File: config.mk
export PLATFORM = sky130hd
export DESIGN_NAME = uart_rx
export DESIGN_NICKNAME = d
export VERILOG_FILES = /design/src/rtl/decoder_pkg.sv /design/src/rtl/uart_pkg.sv /design/src/rtl/uart_rx_fifo.sv /design/src/rtl/uart_rx.sv
export SDC_FILE = /design/constraint.sdc
export NUM_CORES = 1
export LEC_CHECK = 0
export CAP_MARGIN = 5
export CELL_PAD_IN_SITES_DETAIL_PLACEMENT = 2
export CELL_PAD_IN_SITES_GLOBAL_PLACEMENT = 2
export CORE_MARGIN = 10
export CORE_UTILIZATION = 25
export CTS_BUF_LIST = sky130_fd_sc_hd__clkbuf_8 sky130_fd_sc_hd__clkbuf_16
export DETAILED_ROUTE_END_ITERATION = 7
export GPL_TIMING_DRIVEN = 0
export PLACE_DENSITY_LB_ADDON = 0.1
export SLEW_MARGIN = 30
export SYNTH_ARGS = -nofsm -noshare
export SYNTH_HDL_FRONTEND = slang
export SYNTH_HIERARCHICAL = 1
export SYNTH_SLANG_ARGS = --single-unit
File: constraint.sdc
create_clock -name clk_i -period 4.3 [get_ports clk_i]
set_clock_uncertainty 0.2 [all_clocks]
set_input_delay 0.43 -clock clk_i [delete_from_list [all_inputs] [get_ports clk_i]]
set_output_delay 0.43 -clock clk_i [all_outputs]
set_load 0.05 [all_outputs]
File: src/rtl/decoder_pkg.sv
// Shared word type used by the CSR/decoder side of the design.
package decoder_pkg;
  typedef logic [31:0] word;
endpackage

File: src/rtl/uart_pkg.sv
// Common types and constants for the UART receive path.
package uart_pkg;
  typedef enum logic [2:0] {IDLE, START, DATA, PARITY, STOP} uart_rx_state_t;

  localparam int UartDataBits = 8;
  localparam logic ParityOdd = 1'b0;  // even parity when UART_RX_PARITY_EN is set
endpackage

File: src/rtl/uart_rx_fifo.sv
// Small elastic output buffer for received bytes: DEPTH entries, first-word-fall-through.
module uart_rx_fifo
  import uart_pkg::*;
#(
  parameter int DEPTH = 4,
  parameter int WIDTH = UartDataBits
) (
  input  logic             clk_i,
  input  logic             reset_i,
  input  logic             push,
  input  logic             pop,
  input  logic [WIDTH-1:0] din,
  output logic [WIDTH-1:0] dout,
  output logic             full,
  output logic             empty
);
  localparam int AW = $clog2(DEPTH);

  logic [WIDTH-1:0] mem [DEPTH];
  logic [AW:0]      wr_ptr;
  logic [AW:0]      rd_ptr;
  logic [WIDTH-1:0] last;
  logic             push_ok;
  logic             pop_ok;

  assign empty   = (wr_ptr == rd_ptr);
  assign full    = (wr_ptr[AW] != rd_ptr[AW]) && (wr_ptr[AW-1:0] == rd_ptr[AW-1:0]);
  assign pop_ok  = pop && !empty;
  // A simultaneous pop frees the head slot, so a push into a full buffer is accepted.
  assign push_ok = push && (!full || pop);

  // When empty the output holds the most recently popped byte.
  assign dout = empty ? last : mem[rd_ptr[AW-1:0]];

  always_ff @(posedge clk_i or posedge reset_i) begin
    if (reset_i) begin
      wr_ptr <= '0;
      rd_ptr <= '0;
      last   <= '0;
    end else begin
      if (push_ok) wr_ptr <= wr_ptr + 1'b1;
      if (pop_ok) begin
        rd_ptr <= rd_ptr + 1'b1;
        last   <= mem[rd_ptr[AW-1:0]];
      end
    end
  end

  // NOTE: storage has no reset; an entry is only read after it has been written.
  always_ff @(posedge clk_i) begin
    if (push_ok) mem[wr_ptr[AW-1:0]] <= din;
  end
endmodule

File: src/rtl/uart_rx.sv
// UART receiver: 8N1 (8E1 with UART_RX_PARITY_EN) frames on rx, LSB first,
// bytes delivered through a DEPTH-entry valid/ready buffer.
module uart_rx
  import uart_pkg::*;
#(
  parameter int DEPTH = 4
) (
  input  logic        clk_i,
  input  logic        reset_i,
  input  logic [31:0] prescaler,
  input  logic        rx,
  output logic [7:0]  data,
  output logic        valid,
  input  logic        ready,
  output logic        frame_err,
  output logic        overrun,
  output logic        parity_err
);
  uart_rx_state_t          state;
  decoder_pkg::word        cnt;
  logic [2:0]              bit_idx;
  logic [UartDataBits-1:0] shift;
  logic                    rx_meta;
  logic                    rx_s;
  logic                    rx_prev;
  logic                    sample;
  logic                    stop_hit;
  logic                    push;
  logic                    pop;
  logic                    full;
  logic                    empty;

  assign sample   = (cnt == '0);
  assign stop_hit = (state == STOP) && sample;
  assign push     = stop_hit && rx_s;
  assign pop      = valid && ready;
  assign valid    = !empty;

  // NOTE: pulses are plain continuous assigns from registered state, so no latch can form.
  assign frame_err = stop_hit && !rx_s;
  assign overrun   = push && full && !pop;

`ifdef UART_RX_PARITY_EN
  logic par_bad;
  assign parity_err = stop_hit && par_bad;
`else
  assign parity_err = 1'b0;
`endif

  // NOTE: all state below uses non-blocking assignments so every flop sees pre-edge values.
  always_ff @(posedge clk_i or posedge reset_i) begin
    if (reset_i) begin
      rx_meta <= 1'b1;
      rx_s    <= 1'b1;
      rx_prev <= 1'b1;
      state   <= IDLE;
      cnt     <= '0;
      bit_idx <= '0;
      shift   <= '0;
`ifdef UART_RX_PARITY_EN
      par_bad <= 1'b0;
`endif
    end else begin
      rx_meta <= rx;
      rx_s    <= rx_meta;
      rx_prev <= rx_s;

      case (state)
        IDLE: begin
          if (!rx_s && rx_prev) begin
            // With a one-cycle bit the detecting sample already is the start-bit sample.
            if (prescaler == '0) begin
              cnt     <= '0;
              bit_idx <= '0;
              state   <= DATA;
            end else begin
              cnt   <= prescaler >> 1;
              state <= START;
            end
          end
        end
        START: begin
          if (sample) begin
            if (!rx_s) begin
              cnt     <= prescaler;
              bit_idx <= '0;
              state   <= DATA;
            end else begin
              state <= IDLE;
            end
          end else begin
            cnt <= cnt - 32'd1;
          end
        end
        DATA: begin
          if (sample) begin
            shift[bit_idx] <= rx_s;
            cnt            <= prescaler;
            if (bit_idx == 3'(UartDataBits - 1)) begin
`ifdef UART_RX_PARITY_EN
              state <= PARITY;
`else
              state <= STOP;
`endif
            end else begin
              bit_idx <= bit_idx + 3'd1;
            end
          end else begin
            cnt <= cnt - 32'd1;
          end
        end
`ifdef UART_RX_PARITY_EN
        PARITY: begin
          if (sample) begin
            par_bad <= ^shift ^ rx_s ^ ParityOdd;
            cnt     <= prescaler;
            state   <= STOP;
          end else begin
            cnt <= cnt - 32'd1;
          end
        end
`endif
        STOP: begin
          if (sample) state <= IDLE;
          else        cnt   <= cnt - 32'd1;
        end
        default: state <= IDLE;
      endcase
    end
  end

  uart_rx_fifo #(
    .DEPTH(DEPTH),
    .WIDTH(UartDataBits)
  ) u_fifo (
    .clk_i  (clk_i),
    .reset_i(reset_i),
    .push   (push),
    .pop    (pop),
    .din    (shift),
    .dout   (data),
    .full   (full),
    .empty  (empty)
  );
endmodule

==> flow_summary.yaml, run 1 <==
run_status:
  outcome: "finished, final reports clean"
global_route:
  grt_max_degree: 30
  antenna_found_initial: 0
  top_usage_layer: "met2"
  met2_usage_pct: 24.01
  grtUsageMet3_pct: 3.029
  grt_pass1_vias: 4847
  grt_pass1_wl_um: 30040
  grtUsageMet1_pct: 16.44
  grt_overflow_total: 0
  grt_use_total_pct: 13.66
drt:
  totalWireLength_um: 18880
  routedWlPerCell_um: 22.97
  post-route-drc-count: 0
  ant_nets: 0
  dr.pass1.iters: 4
  drt_iter0_drc: 239
  vias: 4342
  via_per_inst: 5.282
synthesis:
  synth_edf_count: 32
  syn_inst: 484
  yosysSeqAreaShare_pct: 47.65
  avgSynthCellArea_um2: 11.02
  yosysMostFrequentCell: "dfrtp_1"
  synth_seq_cells: 95
  synth_common_cells: "60 x dfrtp_1, 36 x nor2_1, 32 x edfxtp_1"
  netlist-cell-type-count: 67
  yosys-top-cells-area: "dfrtp_1 28%, edfxtp_1 18%, mux2_2 5.5%"
  ys_warn_count: 6
  async_flop_share_pct: 66.32
  synthFlopType: "dfrtp_1"
  syn_area_um2: 5333
  synth.largest_area_cell: "dfrtp_1"
  postSynthNetCount: 528
  yosysTopAreaCellShare_pct: 28.16
power_and_ir_drop:
  seq_power_share_pct: 45.0
  irDropWorstVdd_mv: 0.1560
  intPower_mw: 1.498
  clkPwrFrac_pct: 39.6
  p_leak_nw: 2.470
  p_comb_share_pct: 15.3
  p_per_area_nw_per_um2: 330.2
  switching_power_mw: 0.6472
  switching_share_pct: 30.18
die:
  die_area_um2: 27570
  die-height_um: 166.1
  rows: 53
  initial_core_util_pct: 25.37
  coreArea_um2: 21020
  num_io_pins: 48
  die_width_um: 166.1
placed_design:
  io_buffer_count: 46
  pre_cts_ws_ns: 0.1867
  placed_area_um2: 6160
  gp_congestion: 0.8142
  hpwl_um: 14080
timing:
  setup_violations: 0
  drv_slew: 0
  finalSetupTns_ns: 0
  setup_slack_ns: 0.2810
  period_share_pct: 93.46
  max_freq_mhz: 248.8
  worstMarginPinSlew_ns: 0.8631
  max-slew-margin-rel_pct: 42.21
  rsz0062_at_grt: "false"
  period_minus_slack_ns: 4.019
  finalHoldViolCount: 0
final_layout:
  diodes: 0
  multi_input_area_um2: 2596
  stdcell_area_um2: 6496
  fin_util_pct: 30.90
  n_fill_cell: 2310
  syn_to_final_growth_pct: 21.82
  fin_nets: 586
  area.sequential_um2: 2541
  drive_gt1_share_pct: 15.54
clock_network:
  clock_latency_ns: 0.36
  cts_setup_buffers: 0
  cts_tree: "yes"
  cts.sinks: 95
  cts_root_buf: "clkbuf_16"
  cts_hold_buffers: 0
  ctsLongestPathBuffers: 2
  clkTransAtPathRegs_ns: 0.08
  numCtsBuffers: 9
  htree_levels: 3
setup_path:
  required_ns: 3.67
  crit_arrival_ns: 3.39
  r2r-start: "cnt[8]"
  start_kind: "flip-flop"
  path_max_fanout: 10
  endpoint_kind: "output pin"
  critical_path.startpoint: "cnt[8]"
  path_class: "reg -> out"
hold_path:
  hold_class: "reg -> reg"
  hp-start: "rx_meta"
job:
  drv_cap: 0
cell type report:
cell class | instances | area share, %
Tap cell | 275 | 5.297
Timing Repair Buffer | 47 | 7.396
Sequential cell | 95 | 39.12
Clock inverter | 7 | 1.406
Inverter | 19 | 1.136
Clock buffer | 9 | 3.467
Buffer | 28 | 2.215
Multi-Input combinational cell | 342 | 39.97
registers in the layout (all words and copies together), names as in the netlist:
name,flops
u_fifo/wr_ptr,3
rx_prev,1
u_fifo/mem,32
cnt,32
state,3
bit_idx,3
rx_s,1
u_fifo/rd_ptr,3
shift,8
u_fifo/last,8
rx_meta,1
kinds of logic (layout without fill, tap and decap cells):
logic type | after synthesis | in the layout | synth area share, %
compound gates | 154 | 154 | 20.81
simple gates | 133 | 133 | 14.57
flops | 95 | 95 | 47.65
buf+inv | 47 | 110 | 4.036
mux | 36 | 36 | 9.338
xor+xnor | 10 | 10 | 1.642
fa+ha+maj | 8 | 8 | 1.877
other cells | 1 | 1 | 0.07032
path summary, 6_finish.rpt:
check	end	slack [ns]	cells after the start
setup / recovery	overrun	0.28	7
hold / removal	rx_s	0.16	0
setup reg to reg	u_fifo/mem[2][0]	0.54	7
hold reg to reg	rx_s	0.16	0
max in group asynchronous	rx_prev	3.14	3
min in group asynchronous	cnt[0]	0.23	2
what timing repair did:
item	4_1_cts	5_1_grt
gates resized for setup	1	4
endpoints found under the setup margin	1	2
endpoints found under the hold margin	0	0
power by group through the flow:
| stage | logic (mW) | registers (mW) | clock network [mW] |
|---|---|---|---|
| after floorplan | 0.220 | 0.979 | 0 |
| after global placement | 0.324 | 0.984 | 0 |
| after detailed placement | 0.338 | 0.984 | 0 |
| after CTS | 0.337 | 0.966 | 0.886 |
| after global routing | 0.362 | 0.969 | 0.923 |
| final | 0.329 | 0.966 | 0.850 |
critical path, cell delays in order (launching register included):
cell and delay [ns]:
dfrtp_1 0.46, nor4_2 0.60, nand4_4 0.28, nor3_2 0.31, buf_2 0.31, and3_1 0.33, and3b_1 0.21, clkdlybuf4s15_1 0.52
layout by cell type (no fill, tap or decap), types with 4 or more instances in the layout:
| master | synthesis | routed |
|---|---|---|
| nor4_1 | 18 | 17 |
| nor3_1 | 23 | 22 |
| clkinv_8 | 0 | 4 |
| nand2_1 | 8 | 8 |
| dfrtp_1 | 60 | 60 |
| or3_1 | 12 | 12 |
| nand2b_1 | 7 | 7 |
| o22ai_1 | 4 | 4 |
| nand4_1 | 4 | 4 |
| a31oi_1 | 5 | 5 |
| mux4_2 | 8 | 8 |
| nand3_1 | 4 | 4 |
| o31ai_1 | 9 | 9 |
| inv_1 | 19 | 18 |
| mux2_2 | 26 | 26 |
| nor2_1 | 36 | 36 |
| xor2_1 | 5 | 5 |
| edfxtp_1 | 32 | 32 |
| buf_2 | 7 | 7 |
| a22o_1 | 26 | 26 |
| clkbuf_16 | 0 | 9 |
| o21ai_1 | 9 | 9 |
| xnor2_1 | 5 | 5 |
| a21oi_1 | 21 | 21 |
| a22oi_1 | 20 | 20 |
| clkdlybuf4s50_1 | 0 | 45 |
| clkbuf_1 | 16 | 16 |
| ha_1 | 8 | 8 |
| o21ai_0 | 29 | 29 |
routing by layer:
layer / share of wire (%) / wire length [µm] / up-vias
met1: 45 / 8403 / 2255
met3: 3.1 / 591 / 17
met5: 0 / 0 / -
met2: 51 / 9626 / 61
li1: - / - / 2009
met4: 1.4 / 257 / 0
stage by stage:
step,power (mW),std cells,hold WS [ns]
detailed placement,1.322,806,0.1533
finish,2.145,822,0.1605
global route,2.253,822,0.1701
floorplan,1.200,484,0.1192
CTS,2.189,822,0.1647
global placement,1.308,805,0.1520
Note: power is estimated with default switching activity, not from simulation.
==> inputs of run 2 (changes only) <==
GPL_TIMING_DRIVEN = unset   (was 0)
==> flow_summary.yaml, run 2 (synthesis results as in run 1) <==
clock_network:
  cts_hold_buffers: 0
  cts_tree: "yes"
  cts.sinks: 95
  cts_setup_buffers: 0
  clock_latency_ns: 0.36
  numCtsBuffers: 9
  clkTransAtPathRegs_ns: 0.08
  htree_levels: 3
  ctsLongestPathBuffers: 2
  ctsResizeCount: 0
  cts_root_buf: "clkbuf_16"
final_layout:
  syn_to_final_growth_pct: 20.41
  drive_gt1_share_pct: 16.48
  final_cell_mix: "60 x dfrtp_1, 45 x clkdlybuf4s50_1, 36 x nor2_1"
  stdcell_area_um2: 6421
  n_fill_cell: 2261
  diodes: 0
  fin_nets: 573
  final_common_cell: "dfrtp_1"
setup_path:
  slowest_delay_ns: 0.85
  crit_arrival_ns: 3.38
  path_class: "reg -> out"
  start_kind: "flip-flop"
  endpoint_kind: "output pin"
  cpMaxStageDelayCell: "clkdlybuf4s50_1"
  crit_chain: "inv_1 > ha_1 > nor4b_2 > nand4_4 > or3_1 > nor3_1 > clkdlybuf4s50_1"
  required_ns: 3.67
  path_max_fanout: 8
timing:
  max-slew-margin-rel_pct: 40.77
  rsz0062_at_grt: "false"
  max_freq_mhz: 249.2
  finalHoldViolCount: 0
  worstMarginPinSlew_ns: 0.8858
  period_share_pct: 93.31
  setup_violations: 0
  drv_slew: 0
  period_minus_slack_ns: 4.012
  finalSetupTns_ns: 0
drt:
  routedWlPerCell_um: 21.26
  totalWireLength_um: 17200
  drt_iter0_drc: 172
  vias: 4248
  post-route-drc-count: 0
  via_per_inst: 5.251
  dr.pass1.iters: 4
  ant_nets: 0
global_route:
  grt_pass1_vias: 4818
  grt_max_degree: 43
  grt_pass1_wl_um: 27900
  antenna_found_initial: 0
  grt_use_total_pct: 12.48
  grt_overflow_total: 0
die:
  rows: 53
  coreArea_um2: 21020
  die_width_um: 166.1
  num_io_pins: 48
  initial_core_util_pct: 25.37
  die_area_um2: 27570
  die-height_um: 166.1
placed_design:
  gp_congestion: 0.7639
  io_buffer_count: 46
  hpwl_um: 12510
  placed_area_um2: 6112
power_and_ir_drop:
  p_per_area_nw_per_um2: 330.1
  p_leak_nw: 2.462
  irDropWorstVdd_mv: 0.1733
hold_path:
  hold_class: "reg -> reg"
job:
  drv_cap: 0
run_status:
  outcome: "finished, final reports clean"
run 2: cell types whose count changed in the layout (fill, tap and decap cells not counted), moves of 2 or more:
| cell | delta |
|---|---|
| inv_8 | +3 |
| clkinv_8 | -2 |
| buf_2 | -7 |
| buf_4 | +15 |
| clkbuf_1 | -16 |
| buf_6 | -3 |
run 2: worst paths after layout:
kind / from / endpoint / slack [ns] / cells past startpoint
max: cnt[0] / frame_err / 0.29 / 7
min in group asynchronous: reset_i / u_fifo/rd_ptr[0] / 0.30 / 2
min reg2reg: rx_meta / rx_s / 0.17 / 0
max in group asynchronous: reset_i / rx_meta / 2.66 / 3
max reg2reg: cnt[0] / cnt[29] / 0.94 / 8
min: rx_meta / rx_s / 0.17 / 0
run 2: area by class of cell:
type | count | area, µm² | share of cell area (%)
well taps | 275 | 344.1 | 5.359
repair buffers | 62 | 578.1 | 9.002
multi-input cells | 342 | 2577 | 40.14
flip-flops and latches | 95 | 2541 | 39.58
inverters | 19 | 71.32 | 1.111
clock inverters | 7 | 83.83 | 1.306
clock buffers | 9 | 225.2 | 3.507
run 2: power by group:
part           internal, mW  switching [mW]  leakage [nW]
logic                 0.124           0.141          1.14
registers             0.946          0.0671          1.17
clock network         0.419           0.423         0.151
total                  1.49           0.631          2.46
run 2: metrics by stage:
step	hold WS (ns)	worst slack, ns	utilization, %	power (mW)	instances
2_1_floorplan	0.1192	0.9087	-	1.200	484
3_3_place_gp	0.1616	0.7053	29.07	1.301	793
3_5_place_dp	0.1607	0.6150	29.08	1.308	793
4_1_cts	0.1721	0.2171	30.55	2.174	809
5_1_grt	0.1745	0.08952	30.55	2.228	809
6_report	0.1671	0.2877	30.55	2.119	809
run 2: worst max-delay path: cells and delay by family (launching register included):
kind | cells | cell delay (ns)
adder cells (fa/ha/maj) | 1 | 0.20
buffers and inverters | 2 | 0.96
flip-flops | 1 | 0.41
AND/OR/NAND/NOR | 4 | 1.46
run 2: metal layers:
metal,part of all wire [%],up-vias,global-route usage (%),wire [µm]
met2,51,64,21.74,8737
met3,3.6,11,2.792,616
met5,0,-,0,0
met1,45,2198,15.18,7686
li1,-,1975,-,-
met4,0.93,0,3.120,160
